<file path="config.mk">
export PLATFORM = sky130hd
export DESIGN_NAME = ysyx_22040088_lsu_flat
export DESIGN_NICKNAME = d
export VERILOG_FILES = /design/src/rtl/ysyx_22040088_lsu_pkg.sv /design/src/rtl/ysyx_22040088_lsu_if.sv /design/src/rtl/ysyx_22040088_lsu_align.sv /design/src/rtl/ysyx_22040088_lsu.sv /design/src/flat_wrapper.sv
export SDC_FILE = /design/constraint.sdc
export NUM_CORES = 1
export LEC_CHECK = 0
export ABC_AREA = 1
export CELL_PAD_IN_SITES_DETAIL_PLACEMENT = 0
export CELL_PAD_IN_SITES_GLOBAL_PLACEMENT = 1
export CORE_MARGIN = 3
export CORE_UTILIZATION = 32
export DETAILED_ROUTE_END_ITERATION = 6
export PLACE_DENSITY = 0.81
export SYNTH_ARGS = -nofsm -noshare
export SYNTH_HDL_FRONTEND = slang
export SYNTH_HIERARCHICAL = 1
export SYNTH_SLANG_ARGS = --single-unit
</file>
<file path="constraint.sdc">
create_clock -name clk -period 1.9 [get_ports clk]
set_input_delay 0.38 -clock clk [delete_from_list [all_inputs] [get_ports clk]]
set_output_delay 0.38 -clock clk [all_outputs]
set_load 0.05 [all_outputs]
</file>
<file path="src/rtl/ysyx_22040088_lsu_pkg.sv">
// Shared types and constants for the load/store unit: FSM states, op-field
// layout, access-size codes and the natural-alignment test.
package ysyx_22040088_lsu_pkg;

    localparam int XLEN        = 64;
    localparam int RD_W        = 5;

    // Bit positions inside the 4-bit memory opcode
    localparam int OP_STORE    = 3;
    localparam int OP_UNSIGNED = 2;

    typedef enum logic [1:0] {
        SZ_B = 2'd0,
        SZ_H = 2'd1,
        SZ_W = 2'd2,
        SZ_D = 2'd3
    } size_e;

    typedef enum logic [1:0] {
        IDLE,
        REQ,
        WAIT_RSP,
        WB
    } state_e;

    function automatic logic misaligned(size_e size, logic [2:0] off);
        case (size)
            SZ_H:    return off[0];
            SZ_W:    return |off[1:0];
            SZ_D:    return |off;
            default: return 1'b0;
        endcase
    endfunction

endpackage

</file>
<file path="src/rtl/ysyx_22040088_lsu_if.sv">
// EXU-side op channel, data-bus request/response and writeback channel of the LSU.
// The slave modport is the LSU itself; the master modport is its environment.
interface ysyx_22040088_lsu_if;
    import ysyx_22040088_lsu_pkg::*;

    logic            in_valid;
    logic            in_ready;
    logic [3:0]      in_op;
    logic [XLEN-1:0] in_addr;
    logic [XLEN-1:0] in_wdata;
    logic [RD_W-1:0] in_rd;

    logic            mem_req_valid;
    logic            mem_req_ready;
    logic [XLEN-1:0] mem_req_addr;
    logic            mem_req_we;
    logic [7:0]      mem_req_wstrb;
    logic [XLEN-1:0] mem_req_wdata;
    logic            mem_rsp_valid;
    logic [XLEN-1:0] mem_rsp_rdata;

    logic            wb_valid;
    logic            wb_ready;
    logic            wb_we;
    logic [RD_W-1:0] wb_rd;
    logic [XLEN-1:0] wb_data;
    logic            wb_misalign;

    modport slave (
        input  in_valid, in_op, in_addr, in_wdata, in_rd,
        output in_ready,
        output mem_req_valid, mem_req_addr, mem_req_we, mem_req_wstrb, mem_req_wdata,
        input  mem_req_ready, mem_rsp_valid, mem_rsp_rdata,
        output wb_valid, wb_we, wb_rd, wb_data, wb_misalign,
        input  wb_ready
    );

    modport master (
        output in_valid, in_op, in_addr, in_wdata, in_rd,
        input  in_ready,
        input  mem_req_valid, mem_req_addr, mem_req_we, mem_req_wstrb, mem_req_wdata,
        output mem_req_ready, mem_rsp_valid, mem_rsp_rdata,
        input  wb_valid, wb_we, wb_rd, wb_data, wb_misalign,
        output wb_ready
    );

endinterface

</file>
<file path="src/rtl/ysyx_22040088_lsu_align.sv">
// Combinational lane logic: store data shift and byte strobes, and load byte
// select with sign/zero extension.
module ysyx_22040088_lsu_align
    import ysyx_22040088_lsu_pkg::*;
(
    input  size_e           st_size,
    input  logic [2:0]      st_off,
    input  logic [XLEN-1:0] st_wdata,
    output logic [7:0]      st_wstrb,
    output logic [XLEN-1:0] st_data,

    input  size_e           ld_size,
    input  logic            ld_unsigned,
    input  logic [2:0]      ld_off,
    input  logic [XLEN-1:0] ld_rdata,
    output logic [XLEN-1:0] ld_data
);

    logic [XLEN-1:0] ld_shifted;

    always_comb begin
        st_data  = st_wdata << {st_off, 3'b000};
        st_wstrb = 8'hFF;
        case (st_size)
            SZ_B:    st_wstrb = 8'h01 << st_off;
            SZ_H:    st_wstrb = 8'h03 << st_off;
            SZ_W:    st_wstrb = 8'h0F << st_off;
            default: st_wstrb = 8'hFF;
        endcase
    end

    // A D-size load has no extension, so the unsigned bit is irrelevant there
    always_comb begin
        ld_shifted = ld_rdata >> {ld_off, 3'b000};
        ld_data    = ld_shifted;
        case (ld_size)
            SZ_B: ld_data = ld_unsigned ? {{(XLEN-8){1'b0}}, ld_shifted[7:0]}
                                        : {{(XLEN-8){ld_shifted[7]}}, ld_shifted[7:0]};
            SZ_H: ld_data = ld_unsigned ? {{(XLEN-16){1'b0}}, ld_shifted[15:0]}
                                        : {{(XLEN-16){ld_shifted[15]}}, ld_shifted[15:0]};
            SZ_W: ld_data = ld_unsigned ? {{(XLEN-32){1'b0}}, ld_shifted[31:0]}
                                        : {{(XLEN-32){ld_shifted[31]}}, ld_shifted[31:0]};
            default: ld_data = ld_shifted;
        endcase
    end

endmodule

</file>
<file path="src/rtl/ysyx_22040088_lsu.sv">
// Multi-cycle load/store unit: accepts one EXU memory op at a time, runs it over
// a valid/ready data bus and holds the extended result until writeback takes it.
module ysyx_22040088_lsu
    import ysyx_22040088_lsu_pkg::*;
(
    input logic clk,
    input logic rst,
    ysyx_22040088_lsu_if.slave bus
);

    state_e state, state_nxt;

    logic [3:0]      op_q;
    logic [2:0]      off_q;
    logic [XLEN-1:0] req_addr_q;
    logic            req_we_q;
    logic [7:0]      req_wstrb_q;
    logic [XLEN-1:0] req_wdata_q;
    logic            wb_we_q;
    logic [RD_W-1:0] wb_rd_q;
    logic [XLEN-1:0] wb_data_q;
    logic            wb_misalign_q;

    logic            in_ready, mem_req_valid, wb_valid;
    logic            accept, in_misaligned, rsp_take;
    logic [7:0]      st_wstrb;
    logic [XLEN-1:0] st_data, ld_data;

    assign accept        = (state == IDLE) && bus.in_valid;
    assign rsp_take      = (state == WAIT_RSP) && bus.mem_rsp_valid;
    assign in_misaligned = misaligned(size_e'(bus.in_op[1:0]), bus.in_addr[2:0]);

    ysyx_22040088_lsu_align u_align (
        .st_size     (size_e'(bus.in_op[1:0])),
        .st_off      (bus.in_addr[2:0]),
        .st_wdata    (bus.in_wdata),
        .st_wstrb    (st_wstrb),
        .st_data     (st_data),
        .ld_size     (size_e'(op_q[1:0])),
        .ld_unsigned (op_q[OP_UNSIGNED]),
        .ld_off      (off_q),
        .ld_rdata    (bus.mem_rsp_rdata),
        .ld_data     (ld_data)
    );

    // NOTE: sequential state uses non-blocking assignments so every register
    // samples pre-edge values; blocking here would create order-dependent races.
    always_ff @(posedge clk or negedge rst) begin
        if (!rst) state <= IDLE;
        else      state <= state_nxt;
    end

    // NOTE: every output of this block gets a default first, so no path leaves
    // a signal unassigned and no latch is inferred.
    always_comb begin
        state_nxt     = state;
        in_ready      = 1'b0;
        mem_req_valid = 1'b0;
        wb_valid      = 1'b0;
        case (state)
            IDLE: begin
                in_ready = 1'b1;
                if (bus.in_valid) state_nxt = in_misaligned ? WB : REQ;
            end
            REQ: begin
                mem_req_valid = 1'b1;
                if (bus.mem_req_ready) state_nxt = WAIT_RSP;
            end
            WAIT_RSP: if (bus.mem_rsp_valid) state_nxt = WB;
            WB: begin
                wb_valid = 1'b1;
                if (bus.wb_ready) state_nxt = IDLE;
            end
            default: state_nxt = IDLE;
        endcase
    end

    // Request fields are captured at accept, so they are stable under backpressure
    always_ff @(posedge clk or negedge rst) begin
        if (!rst) begin
            op_q          <= '0;
            off_q         <= '0;
            req_addr_q    <= '0;
            req_we_q      <= 1'b0;
            req_wstrb_q   <= '0;
            req_wdata_q   <= '0;
            wb_we_q       <= 1'b0;
            wb_rd_q       <= '0;
            wb_data_q     <= '0;
            wb_misalign_q <= 1'b0;
        end else if (accept) begin
            op_q          <= bus.in_op;
            off_q         <= bus.in_addr[2:0];
            req_addr_q    <= {bus.in_addr[XLEN-1:3], 3'b000};
            req_we_q      <= bus.in_op[OP_STORE];
            req_wstrb_q   <= st_wstrb;
            req_wdata_q   <= st_data;
            wb_we_q       <= 1'b0;
            wb_rd_q       <= bus.in_rd;
            wb_data_q     <= '0;
            wb_misalign_q <= in_misaligned;
        end else if (rsp_take) begin
            wb_we_q   <= ~op_q[OP_STORE];
            wb_data_q <= op_q[OP_STORE] ? '0 : ld_data;
        end
    end

    assign bus.in_ready      = in_ready;
    assign bus.mem_req_valid = mem_req_valid;
    assign bus.mem_req_addr  = req_addr_q;
    assign bus.mem_req_we    = req_we_q;
    assign bus.mem_req_wstrb = req_wstrb_q;
    assign bus.mem_req_wdata = req_wdata_q;
    assign bus.wb_valid      = wb_valid;
    assign bus.wb_we         = wb_we_q;
    assign bus.wb_rd         = wb_rd_q;
    assign bus.wb_data       = wb_data_q;
    assign bus.wb_misalign   = wb_misalign_q;

endmodule

</file>
<file path="src/flat_wrapper.sv">
// flat-port wrapper written by rule: the top's interface ports become plain ports
module ysyx_22040088_lsu_flat import ysyx_22040088_lsu_pkg::*;
  (clk, rst, bus_in_valid, bus_in_op, bus_in_addr, bus_in_wdata, bus_in_rd, bus_in_ready, bus_mem_req_valid, bus_mem_req_addr, bus_mem_req_we, bus_mem_req_wstrb, bus_mem_req_wdata, bus_mem_req_ready, bus_mem_rsp_valid, bus_mem_rsp_rdata, bus_wb_valid, bus_wb_we, bus_wb_rd, bus_wb_data, bus_wb_misalign, bus_wb_ready);
  ysyx_22040088_lsu_if bus_i ();
  input logic clk;
  input logic rst;
  input wire logic [$bits(bus_i.in_valid)-1:0] bus_in_valid;
  input wire logic [$bits(bus_i.in_op)-1:0] bus_in_op;
  input wire logic [$bits(bus_i.in_addr)-1:0] bus_in_addr;
  input wire logic [$bits(bus_i.in_wdata)-1:0] bus_in_wdata;
  input wire logic [$bits(bus_i.in_rd)-1:0] bus_in_rd;
  output wire logic [$bits(bus_i.in_ready)-1:0] bus_in_ready;
  output wire logic [$bits(bus_i.mem_req_valid)-1:0] bus_mem_req_valid;
  output wire logic [$bits(bus_i.mem_req_addr)-1:0] bus_mem_req_addr;
  output wire logic [$bits(bus_i.mem_req_we)-1:0] bus_mem_req_we;
  output wire logic [$bits(bus_i.mem_req_wstrb)-1:0] bus_mem_req_wstrb;
  output wire logic [$bits(bus_i.mem_req_wdata)-1:0] bus_mem_req_wdata;
  input wire logic [$bits(bus_i.mem_req_ready)-1:0] bus_mem_req_ready;
  input wire logic [$bits(bus_i.mem_rsp_valid)-1:0] bus_mem_rsp_valid;
  input wire logic [$bits(bus_i.mem_rsp_rdata)-1:0] bus_mem_rsp_rdata;
  output wire logic [$bits(bus_i.wb_valid)-1:0] bus_wb_valid;
  output wire logic [$bits(bus_i.wb_we)-1:0] bus_wb_we;
  output wire logic [$bits(bus_i.wb_rd)-1:0] bus_wb_rd;
  output wire logic [$bits(bus_i.wb_data)-1:0] bus_wb_data;
  output wire logic [$bits(bus_i.wb_misalign)-1:0] bus_wb_misalign;
  input wire logic [$bits(bus_i.wb_ready)-1:0] bus_wb_ready;
  assign bus_i.in_valid = bus_in_valid;
  assign bus_i.in_op = bus_in_op;
  assign bus_i.in_addr = bus_in_addr;
  assign bus_i.in_wdata = bus_in_wdata;
  assign bus_i.in_rd = bus_in_rd;
  assign bus_in_ready = bus_i.in_ready;
  assign bus_mem_req_valid = bus_i.mem_req_valid;
  assign bus_mem_req_addr = bus_i.mem_req_addr;
  assign bus_mem_req_we = bus_i.mem_req_we;
  assign bus_mem_req_wstrb = bus_i.mem_req_wstrb;
  assign bus_mem_req_wdata = bus_i.mem_req_wdata;
  assign bus_i.mem_req_ready = bus_mem_req_ready;
  assign bus_i.mem_rsp_valid = bus_mem_rsp_valid;
  assign bus_i.mem_rsp_rdata = bus_mem_rsp_rdata;
  assign bus_wb_valid = bus_i.wb_valid;
  assign bus_wb_we = bus_i.wb_we;
  assign bus_wb_rd = bus_i.wb_rd;
  assign bus_wb_data = bus_i.wb_data;
  assign bus_wb_misalign = bus_i.wb_misalign;
  assign bus_i.wb_ready = bus_wb_ready;
  ysyx_22040088_lsu u_core (.clk(clk), .rst(rst), .bus(bus_i));
endmodule
</file>
Word-level counts from Yosys, hierarchy flattened
Index checks and enable logic that the tools add are counted.

storage, ports and cells
  register bits after elaboration = 214
  output and inout port bits = 211
  logic and storage cells = 58

cells by class
  equality and inequality tests = 12
  shifts and indexed selects = 5
  muxes and demuxes = 20
  bitwise gates (word level) = 1
  reductions and logical operators = 9

operators with widths
  operator             count
  $mux 64              6
  $pmux 64 s3          1
  $shl 64x6->64        1
  $shr 64x6->64        1
  $pmux 8 s3           1
  $eq 2x2->1 const B   5
  $mux 2               5
  $ne 2x2->1 const B   4
  $pmux 2 s4           1
  $shl 1x3->8 const A  1
  $shl 2x3->8 const A  1
  $shl 4x3->8 const A  1
  $eq 2x1->1 const B   3
  $logic_not 2->1      3
  $mux 1               5
  $reduce_and 4->1     1
  $pmux 1 s3           1
  $reduce_or 3->1      1
  $logic_and 1x1->1    2
  $reduce_bool 2->1    1
  $reduce_or 2->1      1
  $not 1->1            1

Longest topological paths before layout
Gate-level depths: netlist (run 1).

  depth in word-level cells = 6
  mapped depth = 13
  mapped depth without buffers = 11

Cells and area by module
Netlist (run 1), hierarchy kept.

by module, submodules not included
  module                   times used  cells an instance  area an instance (um^2)
  ysyx_22040088_lsu        1           945                8,428.1
  ysyx_22040088_lsu_align  1           860                4,063.9

Worst setup path after synthesis (run 1)
Ideal clock, no wire load.

  path type = register to register
  from = reg u_core.state[0]
  to = reg u_core.wb_data_q[15], in the netlist u_core/bus.wb_data[15]
  setup time = 0.118 ns
  data arrival time = 1.747 ns
  data required time = 1.782 ns
  setup slack = 0.035 ns
  cell stages (with the launch flop) = 10
  clock period less this slack = 1.865 ns
  cells stage by stage = dfrtp_1 > inv_1 > ha_1 > nand2_2 > inv_2 > nor2_4 > buf_6 > buf_6 > nand3_1 > nand2_1

on the way
  cells in the longest elaborated chain, start to end = 3

ends and longest elaborated chain
  what                                                                  RTL line                                          RTL
  from (decl)                                                           ysyx_22040088_lsu.sv:11                           state_e state, state_nxt;
  from (signal assigned)                                                ysyx_22040088_lsu.sv:50                           else state <= state_nxt;
  $eq 2x2->1 / $logic_not 2->1 (equally long branches)                  ysyx_22040088_lsu.sv:30, ysyx_22040088_lsu.sv:29
  $logic_and 1x1->1 (on tied branches)                                  ysyx_22040088_lsu.sv:30, ysyx_22040088_lsu.sv:29
  $reduce_bool 2->1 (no source line) / $mux 64 (equally long branches)  -
  to (signal assigned)                                                  ysyx_22040088_lsu.sv:104                          wb_data_q <= op_q[OP_STORE] ? '0 : ld_data;
  to (decl)                                                             ysyx_22040088_lsu.sv:21                           logic [XLEN-1:0] wb_data_q;

Several ways; a longest one is shown, not always the timed one.
A chain may end at the register's enable or synchronous reset.

Final worst setup path (run 1)
  from = reg u_core.state[1]
  to = out bus_mem_req_valid

on the way
  cells in the longest elaborated chain, start to end = 2

ends and longest elaborated chain
  what        RTL line                 RTL
  $eq 2x1->1  ysyx_22040088_lsu.sv:60  case (state)
  $mux 1      ysyx_22040088_lsu.sv:60
  to (decl)   flat_wrapper.sv:13       output wire logic [$bits(bus_i.mem_req_valid)-1:0] bus_mem_req_valid;

Every way passes these cells.

==> results.toml, run 1 <==
[route]
via_per_inst = 5.03
detail-route-antenna-nets = 0
vias = 14000
finalWirelength_um = 51600
drt_iter0_drc = 1233
drt_drc_violations_left = 0
drt-pass1-iter-count = 5
wl_per_cell_um = 18.6

[global_routing]
grt_max_degree = 68
grt_pass1_wl_um = 79300
gr-total-overflow = 0
grtUsageTotal = 0.240
antenna_found_initial = 3
grt_pass1_vias = 13700

[synth]
yosys_warnings = 6
ys_seq_area_frac = 0.427
ys_seq_elements = 213
synthesis.instances = 1805
yosysUniqueCellTypes = 34
synth-main-ff-cell = "dfrtp_1"
synthArstFlopShare = 1.00
synth-edff-count = 0
syn_avg_cell_area_um2 = 6.92
syn_area_um2 = 12500

[timing]
setup_violations = 0
worst_pin_slew_ns = 0.539
fin_crit_sh = 0.964
fin_hold_ws_ns = 0.203
finalClockSkew_ns = 0.0150
tns_ns = 0
max_freq_mhz = 546
drv_slew = 0
hold_violations = 0
rsz0062_at_grt = "true"
layout_min_cycle_time_ns = 1.83
max_slew_margin = 0.642

[cells_and_area]
stdcell_count = 2775
nets = 2458
area_growth_pct = 47.9
drive_gt1_frac = 0.175
final_area_um2 = 18500

[status]
status = "complete, no violations"

[cts]
cts_max_path_buffers = 3
cts_tree = "yes"
cts_root_buf = "clkbuf_16"
numCtsBuffers = 26
clock_latency_ns = 0.54
cts_num_sinks = 213
htreeDepth = 1
clk_pin_slew_ns = 0.06

[placed_design]
hpwlAfterDp_um = 38900
place_area_um2 = 17600
io_buffers = 414
dpl.cell_count = 2722
gp_congestion = 0.911

[worst_setup_path]
critPathKind = "reg2out"
crit_arrival_ns = 1.45
worstPathRequired_ns = 1.52
path_max_fanout = 3
cpMaxStageDelayCell = "dfrtp_1"
cpPeakStageDelay_ns = 0.41
crit_chain = "inv_2 > ha_1 > buf_12"
startpoint_type = "flip-flop"
crit_path_end_kind = "output pin"

[power]
p_total_w = 0.0340
p_leak_nw = 9.71
ir_drop_v = 0.00121
powerDensity_nw_per_um2 = 1840

[min_path]
hold_class = "in2reg"

[floorplan]
ios = 418
initial_utilization = 0.328
core_area_um2 = 38100
rows = 71
die_area_um2 = 41400
die_height_um = 204
die_x_um = 204

[run]
drv_cap = 0
## registers in the layout, summed over array words and instances, names as in the netlist, 2 cells and up
name,cells
u_core/bus.wb_rd,5
u_core/bus.wb_data,64
u_core/bus.mem_req_wdata,64
u_core/state,2
u_core/off_q,3
u_core/bus.mem_req_addr,61
u_core/bus.mem_req_wstrb,8
u_core/op_q,3
## where the power goes
part           total (W)  internal [W]  switching, W
clock network    0.00493       0.00295       0.00198
registers        0.00785       0.00646       0.00140
logic             0.0212       0.00676        0.0144
total             0.0340        0.0162        0.0178
## cell usage in the layout (no fill, tap or decap), types with 6 or more instances in the layout
| cell | n |
|---|---|
| inv_1 | 51 |
| nand2_2 | 17 |
| ha_1 | 6 |
| nand3_1 | 218 |
| o211ai_1 | 27 |
| o31ai_1 | 6 |
| o21ai_1 | 20 |
| dfrtp_1 | 212 |
| buf_12 | 40 |
| dlygate4sd2_1 | 42 |
| clkbuf_16 | 27 |
| nor2_1 | 59 |
| a21oi_1 | 14 |
| clkbuf_1 | 10 |
| nand2_1 | 837 |
| o21ai_0 | 102 |
| o221ai_1 | 9 |
| or2_2 | 19 |
| nand4_1 | 33 |
| clkdlybuf4s50_1 | 203 |
| o22ai_1 | 9 |
| buf_4 | 261 |
## layer usage
metal | up-vias | GRT usage | wire length [µm] | part of all wire
met5 | - | 0 | 20 | 0.00039
met4 | 2 | 0.0548 | 1110 | 0.022
met3 | 73 | 0.0425 | 3970 | 0.077
met2 | 564 | 0.397 | 24200 | 0.47
met1 | 6608 | 0.331 | 22400 | 0.43
li1 | 6717 | - | - | -
## metrics by stage
step	utilization	setup slack [ns]
2_1_floorplan	-	0.0346
3_3_place_gp	0.462	-0.202
3_5_place_dp	0.462	-0.162
4_1_cts	0.483	0.00308
5_1_grt	0.485	-0.0416
6_report	0.485	0.0679
## cells by family (layout without fill, tap and decap cells)
| logic type | Yosys count | after routing | share of synthesized area |
|---|---|---|---|
| AO/OA/AOI/OAI | 191 | 191 | 0.0879 |
| AND/OR/NAND/NOR | 1192 | 1192 | 0.397 |
| flip-flops | 213 | 213 | 0.427 |
| other | 1 | 4 | 0.000300 |
| adder cells (fa/ha/maj) | 7 | 7 | 0.00701 |
| buffers and inverters | 201 | 657 | 0.0806 |
## path summary, 6_finish.rpt
kind	end	from	slack (ns)	depth (start not counted)
worst max-delay path	bus_mem_req_valid	u_core/state[1]	0.07	3
worst min-delay path	u_core/off_q[1]	bus_in_addr[1]	0.20	3
worst max register to register	u_core/bus.wb_data[21]	u_core/off_q[0]	0.10	10
worst min register to register	u_core/bus.mem_req_addr[11]	u_core/bus.mem_req_addr[11]	0.47	2
max in group asynchronous	u_core/bus.wb_data[26]	rst	0.86	3
min in group asynchronous	u_core/bus.mem_req_wdata[32]	rst	0.33	2
## Yosys cell counts (2+ instances only)
cell type	count	area, µm²
nand2_1	839	3150
nand3_1	218	1090
dfrtp_1	213	5330
o21ai_0	103	515
buf_2	72	360
nor2_1	60	225
inv_1	53	199
nand4_1	33	206
clkbuf_1	31	116
o211ai_1	27	203
buf_4	21	158
o21ai_1	19	95.1
or2_2	19	119
nand2_2	16	100
a21oi_1	14	70.1
buf_6	9	101
o221ai_1	9	78.8
o22ai_1	9	56.3
buf_1	8	30.0
ha_1	7	87.6
o31ai_1	6	45.0
inv_2	4	15.0
nand2_4	2	22.5
o21a_1	2	15.0
or2_1	2	12.5
## worst max-delay path: cells and delay by family (launching register included)
family	cells	cell delay (ns)
adder cells (fa/ha/maj)	1	0.22
buffers and inverters	2	0.27
flip-flops	1	0.41
## repair_timing
action | CTS | global route
hold endpoints to repair | 30 | 0
gates cloned | 0 | 1
hold buffers | 1 | 0
gates resized for setup | 46 | 3
pin swaps | 0 | 1
endpoints found under the setup margin | 43 | 17
setup buffers | 2 | 2
## final cells by class
| cell class | count | area, µm² |
|---|---|---|
| inverter | 59 | 231 |
| fill | 3800 | 19600 |
| antenna | 1 | 2.50 |
| timing repair buffer | 551 | 5220 |
| sequential | 213 | 5330 |
| clock inverter | 7 | 98.8 |
| tap | 511 | 639 |
| clock buffer | 40 | 743 |
| multi-input combinational | 1393 | 6200 |
(Power assumes the default switching activity.)
==> inputs of run 2 (changes only) <==
- CAP_MARGIN: unset -> 5
- CORE_MARGIN: 3 -> 2
- CORE_UTILIZATION: 32 -> 29
- PLACE_DENSITY: 0.81 -> 0.77
- clock period: 1.9 -> 1.5 ns (I/O delays scaled with it)
==> run 2 against run 1 <==
Against the previous run: sequential cell count unchanged; die area up 8.0%; power up 68%; register-to-register slack worse by 0.38 ns; largest cell class is now buffers; non-clock buffer count up 135; via count up 7.4%; global-route usage down 0.26 points; clock power up 46%; sequential power up 49%; the flow now finishes with violations (negative setup slack); wire length up 16%; final cell count up 6.3%.
==> results.toml, run 2 (same netlist as run 1, synthesis figures left out) <==
[timing]
fin_crit_sh = 1.19
rsz0062_at_grt = "true"
finalClockSkew_ns = 0.0187
drv_slew = 0
fin_hold_ws_ns = 0.198
layout_min_cycle_time_ns = 1.78
max_freq_mhz = 562
hold_violations = 0
worst_slack_ns = -0.279
setup_violations = 192

[floorplan]
rows = 76
die_x_um = 212
die_area_um2 = 44800
core_area_um2 = 42800
die_height_um = 212
initial_utilization = 0.292
ios = 418

[route]
drt_iter0_drc = 1229
drt-pass1-iter-count = 6
detail-route-antenna-nets = 0
vias = 15000
via_per_inst = 5.09
finalWirelength_um = 59600
wl_per_cell_um = 20.2
drt_drc_violations_left = 0

[cts]
clock_latency_ns = 0.55
htreeDepth = 1
clk_pin_slew_ns = 0.06
cts_max_path_buffers = 3
cts_num_sinks = 213
cts_root_buf = "clkbuf_16"
cts_tree = "yes"
numCtsBuffers = 27

[worst_setup_path]
cpPeakStageDelay_ns = 0.49
path_max_fanout = 8
startpoint_type = "flip-flop"
crit_path_end_kind = "flip-flop"
crit_arrival_ns = 2.27
crit_chain = "inv_6 > buf_6 > nand2_4 > nand3_2 > nand2_2 > nand2_2 > nand3_4 > buf_6 > buf_16 > nand4_1 > nand3_1 > nand2_1"
critPathKind = "reg2reg"
cpMaxStageDelayCell = "dfrtp_2"
worstPathRequired_ns = 1.99
critPathTopFamily = "simple AND/OR/NAND/NOR gates"
crit_buf_inv = 4

[cells_and_area]
drive_gt1_frac = 0.343
layout_commonest_cell = "nand2_1"
nets = 2597
stdcell_count = 2949
layout_common_cells = "644 x nand2_1, 246 x buf_12, 205 x nand3_1"
nFillCells = 3813
area_growth_pct = 92.0

[placed_design]
dpl.cell_count = 2832
place_ws_ns = -0.438
io_buffers = 414
gp_congestion = 0.905
hpwlAfterDp_um = 40400

[power]
p_total_w = 0.0570
ir_drop_v = 0.00133
p_leak_nw = 11.6
powerDensity_nw_per_um2 = 2380

[status]
status = "complete, but fails checks"
violations = "negative setup slack"

[global_routing]
grt_pass1_vias = 14400
grt_pass1_wl_um = 82800
gr-total-overflow = 0
grt_max_degree = 58
antenna_found_initial = 3
grtUsageTotal = 0.238

[run]
drv_cap = 0

[min_path]
hold_class = "in2async"
run 2: final cells by class:
cell class,count,area [µm²],share of cell area
Tap cell,546,683,0.0285
Timing Repair Buffer,686,9510,0.396
Inverter,59,250,0.0104
Antenna cell,1,2.50,0.000104
Clock inverter,8,194,0.00809
Timing Repair inverter,2,20.0,0.000835
Sequential cell,213,5360,0.223
Multi-Input combinational cell,1394,7190,0.300
Clock buffer,40,774,0.0323
run 2: metal layers:
layer,global-route usage,routed length (µm)
met1,0.308,24600
met2,0.400,28600
met4,0.0627,1460
met3,0.0533,4980
met5,0,27
run 2: report_power, final:
part           internal [W]  total, W  switching, W
combinational        0.0176    0.0380        0.0205
sequential          0.00822    0.0117       0.00352
clock               0.00457   0.00721       0.00264
run 2: what timing repair did:
item / CTS / global route
gates resized for setup: 82 / 309
buffers inserted: 10 / 20
setup endpoints to repair: 117 / 228
endpoints found under the hold margin: 213 / 0
hold buffers: 1 / 0
cloned: 7 / 33
pin swaps: 20 / 125
run 2: path summary, 6_finish.rpt:
check | end | startpoint | slack (ns) | depth (start not counted)
worst max-delay path | u_core/bus.wb_data[48] | u_core/off_q[0] | -0.28 | 12
worst min-delay path | u_core/bus.mem_req_wstrb[0] | rst | 0.20 | 2
worst max register to register | u_core/bus.wb_data[48] | u_core/off_q[0] | -0.28 | 12
worst min register to register | u_core/bus.mem_req_addr[28] | u_core/bus.mem_req_addr[28] | 0.53 | 2
max in group asynchronous | u_core/bus.mem_req_addr[14] | rst | 0.66 | 3
min in group clk | u_core/bus.mem_req_addr[48] | bus_in_addr[48] | 0.29 | 3
run 2: through the flow:
stage	setup TNS (ns)	utilization	cell area, µm²
detailed placement	-60.25	0.483	20700
CTS	-12.52	0.518	22200
finish	-18.21	0.560	24000
global route	-33.62	0.560	24000
floorplan	-0.0898	-	12500
global placement	-58.26	0.483	20700
==> inputs of run 3 (changes only) <==
- CORE_UTILIZATION: 29 -> 30
- CTS_BUF_LIST: unset -> sky130_fd_sc_hd__clkbuf_4 sky130_fd_sc_hd__clkbuf_8
- PLACE_DENSITY: 0.77 -> 0.8
- SLEW_MARGIN: unset -> 20
==> run 3 against run 2 <==
Against the previous run: the run ends with design-rule violations, negative setup slack left; final cell count is 0.68% higher; wire length grew 2.7%; register-to-register slack got worse by 0.05 ns; non-clock buffer count grew 13; critical path depth fell by 1; design area up 2.9%; first-iteration DRC count up 16%; maximum frequency shrank 2.6%; sequential share of layout area down 0.65 points.
==> results.toml, run 3 (same netlist as run 1, synthesis figures left out) <==
[global_routing]
grtUsageTotal = 0.247
grt_max_degree = 65
grt_pass1_vias = 14500
gr-total-overflow = 0
antenna_found_initial = 4
grt_pass1_wl_um = 84400

[status]
violations = "design-rule violations, negative setup slack"
status = "complete, but fails checks"

[floorplan]
ios = 418
die_height_um = 208
rows = 74
die_x_um = 208
die_area_um2 = 43300
initial_utilization = 0.305
core_area_um2 = 40900

[worst_setup_path]
regToRegSetupSlack_ns = -0.33
crit_path_end_kind = "flip-flop"
rr_endpoint = "u_core/bus.wb_data[48]"
cp-endpoint = "u_core/bus.wb_data[48]"
critPathKind = "reg2reg"
crit_arrival_ns = 2.28
worstPathRequired_ns = 1.95
startpoint = "u_core/off_q[0]"
startpoint_type = "flip-flop"
r2r-start = "u_core/off_q[0]"
reg2reg_depth = 11
path_max_fanout = 6

[power]
pwr-share-comb = 0.695
powerDensity_nw_per_um2 = 2340
p_total_w = 0.0579
p_clk_frac = 0.108
ir_drop_v = 0.00158
p_leak_nw = 12.2
power_frac_seq = 0.197
p_int_w = 0.0305
power_switching_w = 0.0274
swShare = 0.473

[timing]
setup_violations = 195
hold_violations = 0
worst_slack_ns = -0.327
drv_slew = 0
max_freq_mhz = 547
rsz0062_at_grt = "true"
finalClockSkew_ns = 0.0204
fin_crit_sh = 1.22
layout_min_cycle_time_ns = 1.83
fin_hold_ws_ns = 0.183

[placed_design]
place_area_um2 = 20400
gp_congestion = 0.911
hpwlAfterDp_um = 39600
io_buffers = 414

[route]
detail-route-antenna-nets = 0
vias = 15400
drt-pass1-iter-count = 7
drt_drc_violations_left = 8
dr_wl_met2_um = 29800
routed.top_layer = "met5"
wl_per_cell_um = 20.6
drt_iter0_drc = 1420
wl_met3_um = 5630
met1Wirelength_um = 24000
finalWirelength_um = 61300
via_per_inst = 5.18

[cts]
clk_pin_slew_ns = 0.06
cts_root_buf = "clkbuf_8"
cts_max_path_buffers = 3
cts_tree = "yes"
clock_latency_ns = 0.57
cts_num_sinks = 213
numCtsBuffers = 41
htreeDepth = 2

[cells_and_area]
antenna_cells = 0
layout_commonest_cell = "nand2_1"
fin_util = 0.603
area_growth_pct = 97.6
drive_gt1_frac = 0.391
nets = 2623
layout_common_cells = "585 x nand2_1, 252 x buf_12, 203 x clkdlybuf4s50_1"
final_area_um2 = 24700

[run]
drv_cap = 0

[min_path]
hold_class = "in2async"
## run 3: changes by cell type in the layout (fill, tap and decap cells not counted), moves of 7 or more
cell	delta
o21ai_1	+7
nand2_2	+32
clkbuf_4	+12
nand3_1	-20
nand3_2	+20
nand2_4	+25
buf_16	+7
o21ai_0	-13
clkbuf_16	-23
buf_4	-10
nand2_1	-59
clkbuf_1	-8
clkbuf_8	+48
## run 3: how the worst min path moves through the flow
stage | start | end | depth (start not counted)
6_report | rst | u_core/bus.wb_data[0] | 2
5_1_grt | rst | u_core/bus.wb_data[25] | 2
4_1_cts | rst | u_core/bus.wb_data[0] | 2
3_5_place_dp | rst | u_core/bus.wb_data[25] | 1
3_3_place_gp | rst | u_core/bus.wb_data[21] | 1
2_1_floorplan | rst | u_core/bus.mem_req_addr[10] | 0
## run 3: what timing repair did
item / 4_1_cts / 5_1_grt
gates cloned: 15 / 39
setup endpoints to repair: 108 / 258
hold endpoints to repair: 213 / 0
hold buffers: 1 / 0
pin swaps: 16 / 119
setup buffers: 21 / 44
gates resized for setup: 112 / 437
## run 3: worst max-delay path, stage by stage (launching register included)
cell and delay (ns):
dfrtp_2 0.48, buf_6 0.16, nand2_1 0.07, nand2_1 0.08
nand2_2 0.08, nand3_2 0.10, nand3_4 0.10, buf_12 0.15
clkbuf_16 0.15, nand4_1 0.13, nand3_1 0.14, nand2_1 0.06
## run 3: power by group through the flow
stage / logic, W / clock network, W / registers (W)
final: 0.0402 / 0.00627 / 0.0114
after global routing: 0.0419 / 0.00671 / 0.0116
after CTS: 0.0349 / 0.00641 / 0.0111
after detailed placement: 0.0324 / 0 / 0.0111
after global placement: 0.0321 / 0 / 0.0111
after floorplan: 0.00946 / 0 / 0.0175
## run 3: cell type report
class,instances,area (µm²)
flip-flops and latches,213,5360
multi-input cells,1393,7620
fillers,3464,16200
repair buffers,699,9890
repair inverters,2,27.5
clock buffers,65,820
well taps,532,666
clock inverters,6,57.6
inverters,59,249
## run 3: through the flow
stage	std cells	setup TNS, ns	setup slack [ns]
2_1_floorplan	1807	-0.0898	-0.0111
5_1_grt	2969	-36.16	-0.352
3_5_place_dp	2783	-61.26	-0.387
3_3_place_gp	2783	-56.83	-0.468
6_report	2969	-23.19	-0.327
4_1_cts	2890	-19.02	-0.260
## run 3: metal layers
layer,vias up,track usage
li1,7059,-
met1,7404,0.310
met5,-,0
met2,775,0.416
met4,8,0.0753
met3,133,0.0664
